File: src/rtl/seg7_pkg.sv
// Shared constants for the seven-segment scan driver: segment bit positions
// and active-high hex glyphs in {g,f,e,d,c,b,a} order.
package seg7_pkg;

  localparam int SEG_A  = 0;
  localparam int SEG_B  = 1;
  localparam int SEG_C  = 2;
  localparam int SEG_D  = 3;
  localparam int SEG_E  = 4;
  localparam int SEG_F  = 5;
  localparam int SEG_G  = 6;
  localparam int SEG_DP = 7;

  localparam logic [6:0] M_A = 7'(1 << SEG_A);
  localparam logic [6:0] M_B = 7'(1 << SEG_B);
  localparam logic [6:0] M_C = 7'(1 << SEG_C);
  localparam logic [6:0] M_D = 7'(1 << SEG_D);
  localparam logic [6:0] M_E = 7'(1 << SEG_E);
  localparam logic [6:0] M_F = 7'(1 << SEG_F);
  localparam logic [6:0] M_G = 7'(1 << SEG_G);

  localparam logic [6:0] HEX_0 = M_A | M_B | M_C | M_D | M_E | M_F;
  localparam logic [6:0] HEX_1 = M_B | M_C;
  localparam logic [6:0] HEX_2 = M_A | M_B | M_D | M_E | M_G;
  localparam logic [6:0] HEX_3 = M_A | M_B | M_C | M_D | M_G;
  localparam logic [6:0] HEX_4 = M_B | M_C | M_F | M_G;
  localparam logic [6:0] HEX_5 = M_A | M_C | M_D | M_F | M_G;
  localparam logic [6:0] HEX_6 = M_A | M_C | M_D | M_E | M_F | M_G;
  localparam logic [6:0] HEX_7 = M_A | M_B | M_C;
  localparam logic [6:0] HEX_8 = M_A | M_B | M_C | M_D | M_E | M_F | M_G;
  localparam logic [6:0] HEX_9 = M_A | M_B | M_C | M_D | M_F | M_G;
  localparam logic [6:0] HEX_A = M_A | M_B | M_C | M_E | M_F | M_G;
  localparam logic [6:0] HEX_B = M_C | M_D | M_E | M_F | M_G;
  localparam logic [6:0] HEX_C = M_A | M_D | M_E | M_F;
  localparam logic [6:0] HEX_D = M_B | M_C | M_D | M_E | M_G;
  localparam logic [6:0] HEX_E = M_A | M_D | M_E | M_F | M_G;
  localparam logic [6:0] HEX_F = M_A | M_E | M_F | M_G;

  // All segments dark, in the active-high ("on" = 1) sense.
  localparam logic [7:0] SEG_OFF = 8'h00;

endpackage

File: src/rtl/seg7_hex_decode.sv
// Combinational hex nibble to seven-segment glyph, active-high, {g..a} order.
module seg7_hex_decode
  import seg7_pkg::*;
(
  input  logic [3:0] nibble,
  output logic [6:0] pattern
);

  always_comb begin
    pattern = HEX_0;
    case (nibble)
      4'h0: pattern = HEX_0;
      4'h1: pattern = HEX_1;
      4'h2: pattern = HEX_2;
      4'h3: pattern = HEX_3;
      4'h4: pattern = HEX_4;
      4'h5: pattern = HEX_5;
      4'h6: pattern = HEX_6;
      4'h7: pattern = HEX_7;
      4'h8: pattern = HEX_8;
      4'h9: pattern = HEX_9;
      4'hA: pattern = HEX_A;
      4'hB: pattern = HEX_B;
      4'hC: pattern = HEX_C;
      4'hD: pattern = HEX_D;
      4'hE: pattern = HEX_E;
      4'hF: pattern = HEX_F;
      default: pattern = HEX_0;
    endcase
  end

endmodule

File: src/rtl/seg7_scan_driver.sv
// Multiplexed seven-segment driver stepped by a synchronised scan clock, with
// frame-aligned double buffering and a blanking guard after each digit switch.
module seg7_scan_driver
  import seg7_pkg::*;
#(
  parameter int NUM_DIGITS     = 8,
  parameter int GUARD          = 50,
  parameter bit SEG_ACTIVE_LOW = 1'b1,
  parameter bit DIG_ACTIVE_LOW = 1'b1
) (
  input  logic                    clk_50MHz,
  input  logic                    rst_n,
  input  logic                    scan_clk,
  input  logic [4*NUM_DIGITS-1:0] disp_data,
  input  logic [NUM_DIGITS-1:0]   dot_in,
  input  logic [NUM_DIGITS-1:0]   blank_in,
  input  logic                    data_load,
  output logic [7:0]              seg,
  output logic [NUM_DIGITS-1:0]   dig_sel,
  output logic                    frame_done
);

  localparam int IW = $clog2(NUM_DIGITS);
  localparam int GW = (GUARD > 0) ? $clog2(GUARD + 1) : 1;
  localparam logic [IW-1:0]         LAST_IDX   = IW'(NUM_DIGITS - 1);
  localparam logic [GW-1:0]         GUARD_LOAD = GW'(GUARD);
  localparam logic [7:0]            SEG_POL    = {8{SEG_ACTIVE_LOW}};
  localparam logic [NUM_DIGITS-1:0] DIG_POL    = {NUM_DIGITS{DIG_ACTIVE_LOW}};

  logic s1, s2, s3, tick, boundary;
  logic [IW-1:0] idx;
  logic [GW-1:0] guard_cnt;
  logic          pending;
  logic [4*NUM_DIGITS-1:0] shadow_data, active_data;
  logic [NUM_DIGITS-1:0]   shadow_dot, active_dot, shadow_blank, active_blank;

  // scan_clk is plain data from another domain: two flops for metastability,
  // a third to find the rising edge.
  always_ff @(posedge clk_50MHz or negedge rst_n) begin
    if (!rst_n) begin
      s1 <= 1'b0;
      s2 <= 1'b0;
      s3 <= 1'b0;
    end else begin
      s1 <= scan_clk;
      s2 <= s1;
      s3 <= s2;
    end
  end

  assign tick     = s2 & ~s3;
  assign boundary = tick && (idx == LAST_IDX);

  always_ff @(posedge clk_50MHz or negedge rst_n) begin
    if (!rst_n) begin
      idx        <= '0;
      frame_done <= 1'b0;
      guard_cnt  <= '0;
    end else begin
      frame_done <= boundary;
      if (tick) idx <= (idx == LAST_IDX) ? '0 : idx + IW'(1);
      if (tick) guard_cnt <= GUARD_LOAD;
      else if (guard_cnt != '0) guard_cnt <= guard_cnt - GW'(1);
    end
  end

  // data_load is a one-cycle strobe with no back-pressure: every asserted
  // cycle overwrites the shadow; the active copy only changes at a frame wrap,
  // so a load coinciding with the wrap is held over to the next one.
  always_ff @(posedge clk_50MHz or negedge rst_n) begin
    if (!rst_n) begin
      shadow_data  <= '0;
      shadow_dot   <= '0;
      shadow_blank <= '1;
      active_data  <= '0;
      active_dot   <= '0;
      active_blank <= '1;
      pending      <= 1'b0;
    end else begin
      if (boundary && pending) begin
        active_data  <= shadow_data;
        active_dot   <= shadow_dot;
        active_blank <= shadow_blank;
      end
      if (data_load) begin
        shadow_data  <= disp_data;
        shadow_dot   <= dot_in;
        shadow_blank <= blank_in;
      end
      if (data_load)     pending <= 1'b1;
      else if (boundary) pending <= 1'b0;
    end
  end

  logic [3:0]            cur_nibble;
  logic                  cur_dot, cur_blank, display_en;
  logic [6:0]            cur_pat;
  logic [NUM_DIGITS-1:0] dig_on, dig_d;
  logic [7:0]            seg_on, seg_d;

  always_comb begin
    cur_nibble = '0;
    cur_dot    = 1'b0;
    cur_blank  = 1'b1;
    dig_on     = '0;
    for (int i = 0; i < NUM_DIGITS; i++) begin
      if (idx == IW'(i)) begin
        cur_nibble = active_data[4*i +: 4];
        cur_dot    = active_dot[i];
        cur_blank  = active_blank[i];
        dig_on[i]  = 1'b1;
      end
    end
  end

  seg7_hex_decode u_hex_decode (
    .nibble  (cur_nibble),
    .pattern (cur_pat)
  );

  always_comb begin
    display_en     = (guard_cnt == '0) && !cur_blank;
    seg_on         = {1'b0, cur_pat};
    seg_on[SEG_DP] = cur_dot;
    seg_d          = (display_en ? seg_on : SEG_OFF) ^ SEG_POL;
    dig_d          = (display_en ? dig_on : '0) ^ DIG_POL;
  end

  always_ff @(posedge clk_50MHz or negedge rst_n) begin
    if (!rst_n) begin
      seg     <= SEG_OFF ^ SEG_POL;
      dig_sel <= DIG_POL;
    end else begin
      seg     <= seg_d;
      dig_sel <= dig_d;
    end
  end

endmodule

File: config.mk
export PLATFORM = sky130hd
export DESIGN_NAME = seg7_scan_driver
export DESIGN_NICKNAME = d
export VERILOG_FILES = /design/src/rtl/seg7_pkg.sv /design/src/rtl/seg7_hex_decode.sv /design/src/rtl/seg7_scan_driver.sv
export SDC_FILE = /design/constraint.sdc
export NUM_CORES = 1
export LEC_CHECK = 0
export CAP_MARGIN = 20
export CORE_MARGIN = 2
export CORE_UTILIZATION = 50
export CTS_CLUSTER_DIAMETER = 30
export DETAILED_ROUTE_END_ITERATION = 6
export PLACE_DENSITY = 0.73
export SLEW_MARGIN = 20
export SYNTH_ARGS = -nofsm -noshare
export SYNTH_HDL_FRONTEND = slang
export SYNTH_SLANG_ARGS = --single-unit
File: constraint.sdc
create_clock -name clk_50MHz -period 6.7 [get_ports clk_50MHz]
set_input_delay 1.34 -clock clk_50MHz [delete_from_list [all_inputs] [get_ports clk_50MHz]]
set_output_delay 1.34 -clock clk_50MHz [all_outputs]
set_load 0.02 [all_outputs]
# Yosys cells after proc, flatten, opt, wreduce, memory -nomap -nowiden
# Memory sizes are Yosys's and may differ from the RTL's.
# Index checks and enable logic that the tools add are counted.
# word_totals
reg_bits	126
rom_bits	112
in_bits	52
out_inout_bits	17
word_cells	77
mem_count	1
# mem_list
memory	depth	word_bits	rd	rd_clocked_by_memory_dff	wr	line	source
(no name shown)	16	7	1	0	0	seg7_hex_decode.sv:11	case (nibble)
# classes
n_addsub	2
n_eq_ne	7
n_mux	39
n_bitwise	4
n_reduce_logical	9
# op_table
op	count
$mux 4	8
$mux 1	26
$mux 8	2
$not 8->8	2
$eq 3x3->1 const B	4
$mux 6	2
$eq 3x2->1 const B	2
$logic_not 6->1	1
$reduce_bool 6->1	1
$sub 6x1->6 const B	1
$reduce_bool 2->1	2
$add 3x1->3 const B	1
$eq 3x1->1 const B	1
$logic_and 1x1->1	3
$logic_not 3->1	1
$mux 3	1
$and 1x1->1	1
$logic_not 1->1	1
$not 1->1	1

# Logic depth before layout (Yosys ltp)
# depth
depth_word	13
mapped_depth	15
ltp_nobuf	12

# By module
# A second synthesis with hierarchy kept.
# unflattened
hier_cells	422
hier_area_um2	5565.3
# modules_own_cells
mod	n_inst	cells_per_inst	area_per_inst_um2
seg7_scan_driver	1	389	5282.6
seg7_hex_decode	1	33	282.8

# Worst setup path before layout
# No wires, ideal clock.
# synth_timing
kind	reg2reg
from	reg idx[2]
to	reg seg[0]
setup_time_ns	0.094
t_arrival_ns	2.731
required_ns	6.606
path_slack_ns	3.874
path_stages_with_launch	15
n_path_buf	3
period_less_slack_ns	2.826
cell_sequence	dfrtp_1 -> buf_6 -> clkbuf_1 -> inv_1 -> ha_1 -> clkbuf_1 -> and2_1 -> o221a_2 -> a311oi_1 -> o31a_1 -> inv_1 -> ha_1 -> nand3_1 -> mux2_2 -> o2111ai_1
# synth_between
elab_chain_cells	13
elab_cells_between_ends	29
cone_classes	7 x eq/ne; 17 x mux; 1 x bitwise; 3 x reduce/logical; 1 x memory
# synth_lines
item	line	source
start: declaration	seg7_scan_driver.sv:31	logic [IW-1:0] idx;
start signal: assignment	seg7_scan_driver.sv:61	if (tick) idx <= (idx == LAST_IDX) ? '0 : idx + IW'(1);
branches (longest 11 deep; another with $mem_v2 16x7)	-	
$mux 8 *	seg7_scan_driver.sv:125	seg_d = (display_en ? seg_on : SEG_OFF) ^ SEG_POL;
$not 8->8 (no source line) *	-	
net seg_d[0]	seg7_scan_driver.sv:99	logic [7:0] seg_on, seg_d;
end signal: assignment	seg7_scan_driver.sv:131	seg <= SEG_OFF ^ SEG_POL;
end signal: assignment	seg7_scan_driver.sv:134	seg <= seg_d;
end: declaration	seg7_scan_driver.sv:18	output logic [7:0] seg,
# Mark *: on every way through the listed nets, which the timed path passes.
# A chain may end at the register's enable or synchronous reset.

# Worst setup path after layout
# Same ends and word-level chain as after synthesis.

==> reports/metrics.cfg <==
[die]
initial_core_util = 0.510
die_h_um = 109
die_w_um = 109
core_um2 = 10800
fp-row-count = 38
ioPinCount = 69
die_area_um2 = 11900

[run_status]
outcome = finished, final reports clean

[sta]
hold_violations = 0
period_minus_slack_ps = 3350
post-route-period-util = 0.500
relSlewSlack = 0.394
finClkSkew_ps = 4.68
setup_violations = 0
max_freq_ghz = 0.298
grt_setup_unrepaired = false
finalSetupTns_ps = 0
worst_pin_slew_ps = 909
drv_slew = 0

[cells_and_area]
antenna_cells = 0
final_core_util = 0.630
fillerInstances = 802
synthToLayoutAreaGrowth_pct = 23.7
finalNetCount = 541
drive_gt1_frac = 0.350

[routing]
routed_via_density = 5.53
avgRoutedWirePerCell_um = 16.9
totalWireLength_mm = 10.6
firstDrtPassIters = 4
num_vias = 3479
drcViolationCount = 0
drt_iter0_markers = 172
antenna_left = 0

[setup_path]
r2r_start = idx[2]
worstPathRequired_ps = 7110
start_kind = flip-flop
cp_max_fo = 19
r2r_end = seg[0]
arrival_ps = 3760
crit_type = reg -> reg
crit_path_end_kind = flip-flop
rr_worst_depth = 11
reg2reg_slack_ps = 3350

[place]
port_buffers = 68
dp.final_hpwl_mm = 7.18
globalplace.congestion = 0.885

[hold_path]
min_from = s1
min_path_type = reg -> reg
holdPathEnd = s2
hold_path_depth = 0

[clock_tree]
clockBufferDepth = 2
worstSkewPairLatency_ps = 510
post-cts-setup-buffers = 0
clock-sinks = 126
numCtsBuffers = 17
cts_tree = yes
holdBufCountCts = 0
path_clk_slew_ps = 60
cts_resized = 0
htreeDepth = 4
root_buffer = clkbuf_8

[power_and_ir_drop]
p_leak_nw = 2.90
ir_worst_vdd_mv = 0.172
p_per_area_nw_per_um2 = 381

[global_route]
grt_pass1_vias = 3562
grt_max_degree = 76
grt.total_usage = 0.196
overflow = 0
antenna_found_initial = 0
grt_pass1_wl_mm = 17.5

[logic_synthesis]
synth_edf_count = 0
yosys_warnings = 0
ys_ff_latch = 126
async_flop_share = 1.00
yosysSeqAreaShare = 0.580
synth_cells = 411
ys.flop_type = dfrtp_1
synth_area_um2 = 5500
synth.distinct_cells = 53
avgSynthCellArea_um2 = 13.4
syn_nets = 476

[run]
drv_cap = 0

routing by layer:
layer / vias up / track usage / wire length [um]
met1: 1748 / 0.249 / 4580
met4: 0 / 0.0815 / 191
met2: 101 / 0.319 / 5300
met3: 17 / 0.0502 / 554
met5: - / 0 / 0
li1: 1613 / - / -
logic make-up (layout without fill, tap and decap cells):
| group | after synthesis | count (layout) | synth area share |
|---|---|---|---|
| flops | 126 | 126 | 0.580 |
| xor+xnor | 2 | 2 | 0.00318 |
| mux | 100 | 100 | 0.205 |
| simple gates | 65 | 65 | 0.0621 |
| buf+inv | 39 | 117 | 0.0318 |
| compound gates | 66 | 66 | 0.0880 |
| fa+ha+maj | 13 | 13 | 0.0296 |
state kept, by name (all words and copies together), names as in the netlist:
register	cells
guard_cnt	6
s3	1
shadow_data	32
s2	1
idx	3
dig_sel	8
shadow_dot	8
active_dot	8
seg	8
s1	1
frame_done	1
shadow_blank	8
active_data	32
pending	1
active_blank	8
power breakdown:
part / total (mW) / internal (mW) / switching [mW]
clock network: 0.841 / 0.518 / 0.323
registers: 1.03 / 0.918 / 0.109
logic: 0.728 / 0.343 / 0.384
cell usage in the layout, fill, tap and decap left out, types with 3 or more instances in the layout:
cell             count
mux2_2              97
dfrtp_1             94
clkdlybuf4s50_1     66
dfstp_2             32
inv_1               16
nand2_1             16
clkbuf_16           16
nand3_1             15
a21oi_1             13
o21ai_0             13
ha_1                13
nor2_1               8
nand2b_1             7
nor2b_1              5
o221ai_1             5
o22ai_1              4
clkbuf_8             4
o211ai_1             3
a22o_1               3
clkinvlp_4           3
clkinv_2             3
buf_4                3
cells in the mapped netlist (7+ instances only):
library cell / count / share of area
dfrtp_1: 94 / 0.43
buf_2: 8 / 0.0073
mux2_2: 97 / 0.20
a21oi_1: 13 / 0.012
nand3_1: 15 / 0.014
nor2_1: 8 / 0.0055
inv_1: 16 / 0.011
nand2_1: 17 / 0.012
nand2b_1: 7 / 0.0080
o21ai_0: 13 / 0.012
dfstp_2: 32 / 0.15
clkbuf_1: 7 / 0.0048
ha_1: 13 / 0.030
worst max-delay path by stage:
| stage | start | endpoint | slack (ps) | depth (start not counted) |
|---|---|---|---|---|
| 5_1_grt | idx[2] | seg[3] | 3190 | 10 |
| 6_report | idx[2] | seg[0] | 3350 | 11 |
| 2_1_floorplan | idx[2] | seg[0] | 3870 | 14 |
| 4_1_cts | idx[2] | seg[0] | 3440 | 11 |
| 3_3_place_gp | idx[2] | seg[3] | 3570 | 10 |
| 3_5_place_dp | idx[2] | seg[0] | 3500 | 11 |
critical path, cell delays in order (launching register included):
cell and delay, ps:
dfrtp_1 700, inv_1 250, ha_1 430, and2_1 210, o221a_2 240, a311oi_1 280
o31a_1 380, inv_1 130, ha_1 280, nand3_1 90, mux2_2 150, o2111ai_1 100
stage by stage:
stage | hold WS, ps | setup WS, ps | total power, mW | cells | instance area (um2)
final | 354 | 3350 | 2.60 | 629 | 6800
after global routing | 367 | 3190 | 2.73 | 629 | 6800
after CTS | 360 | 3440 | 2.60 | 629 | 6800
after detailed placement | 346 | 3500 | 1.75 | 597 | 6240
after global placement | 333 | 3570 | 1.72 | 597 | 6240
after floorplan | 331 | 3870 | 1.57 | 411 | 5500
area by class of cell:
cell class | count | area, um2 | area share
multi-input combinational | 246 | 2140 | 0.315
clock inverter | 10 | 88.8 | 0.0131
timing repair buffer | 69 | 683 | 0.100
sequential | 126 | 3190 | 0.469
clock buffer | 22 | 463 | 0.0680
inverter | 16 | 60.1 | 0.00883
tap | 140 | 175 | 0.0257
(Power assumes the default switching activity.)
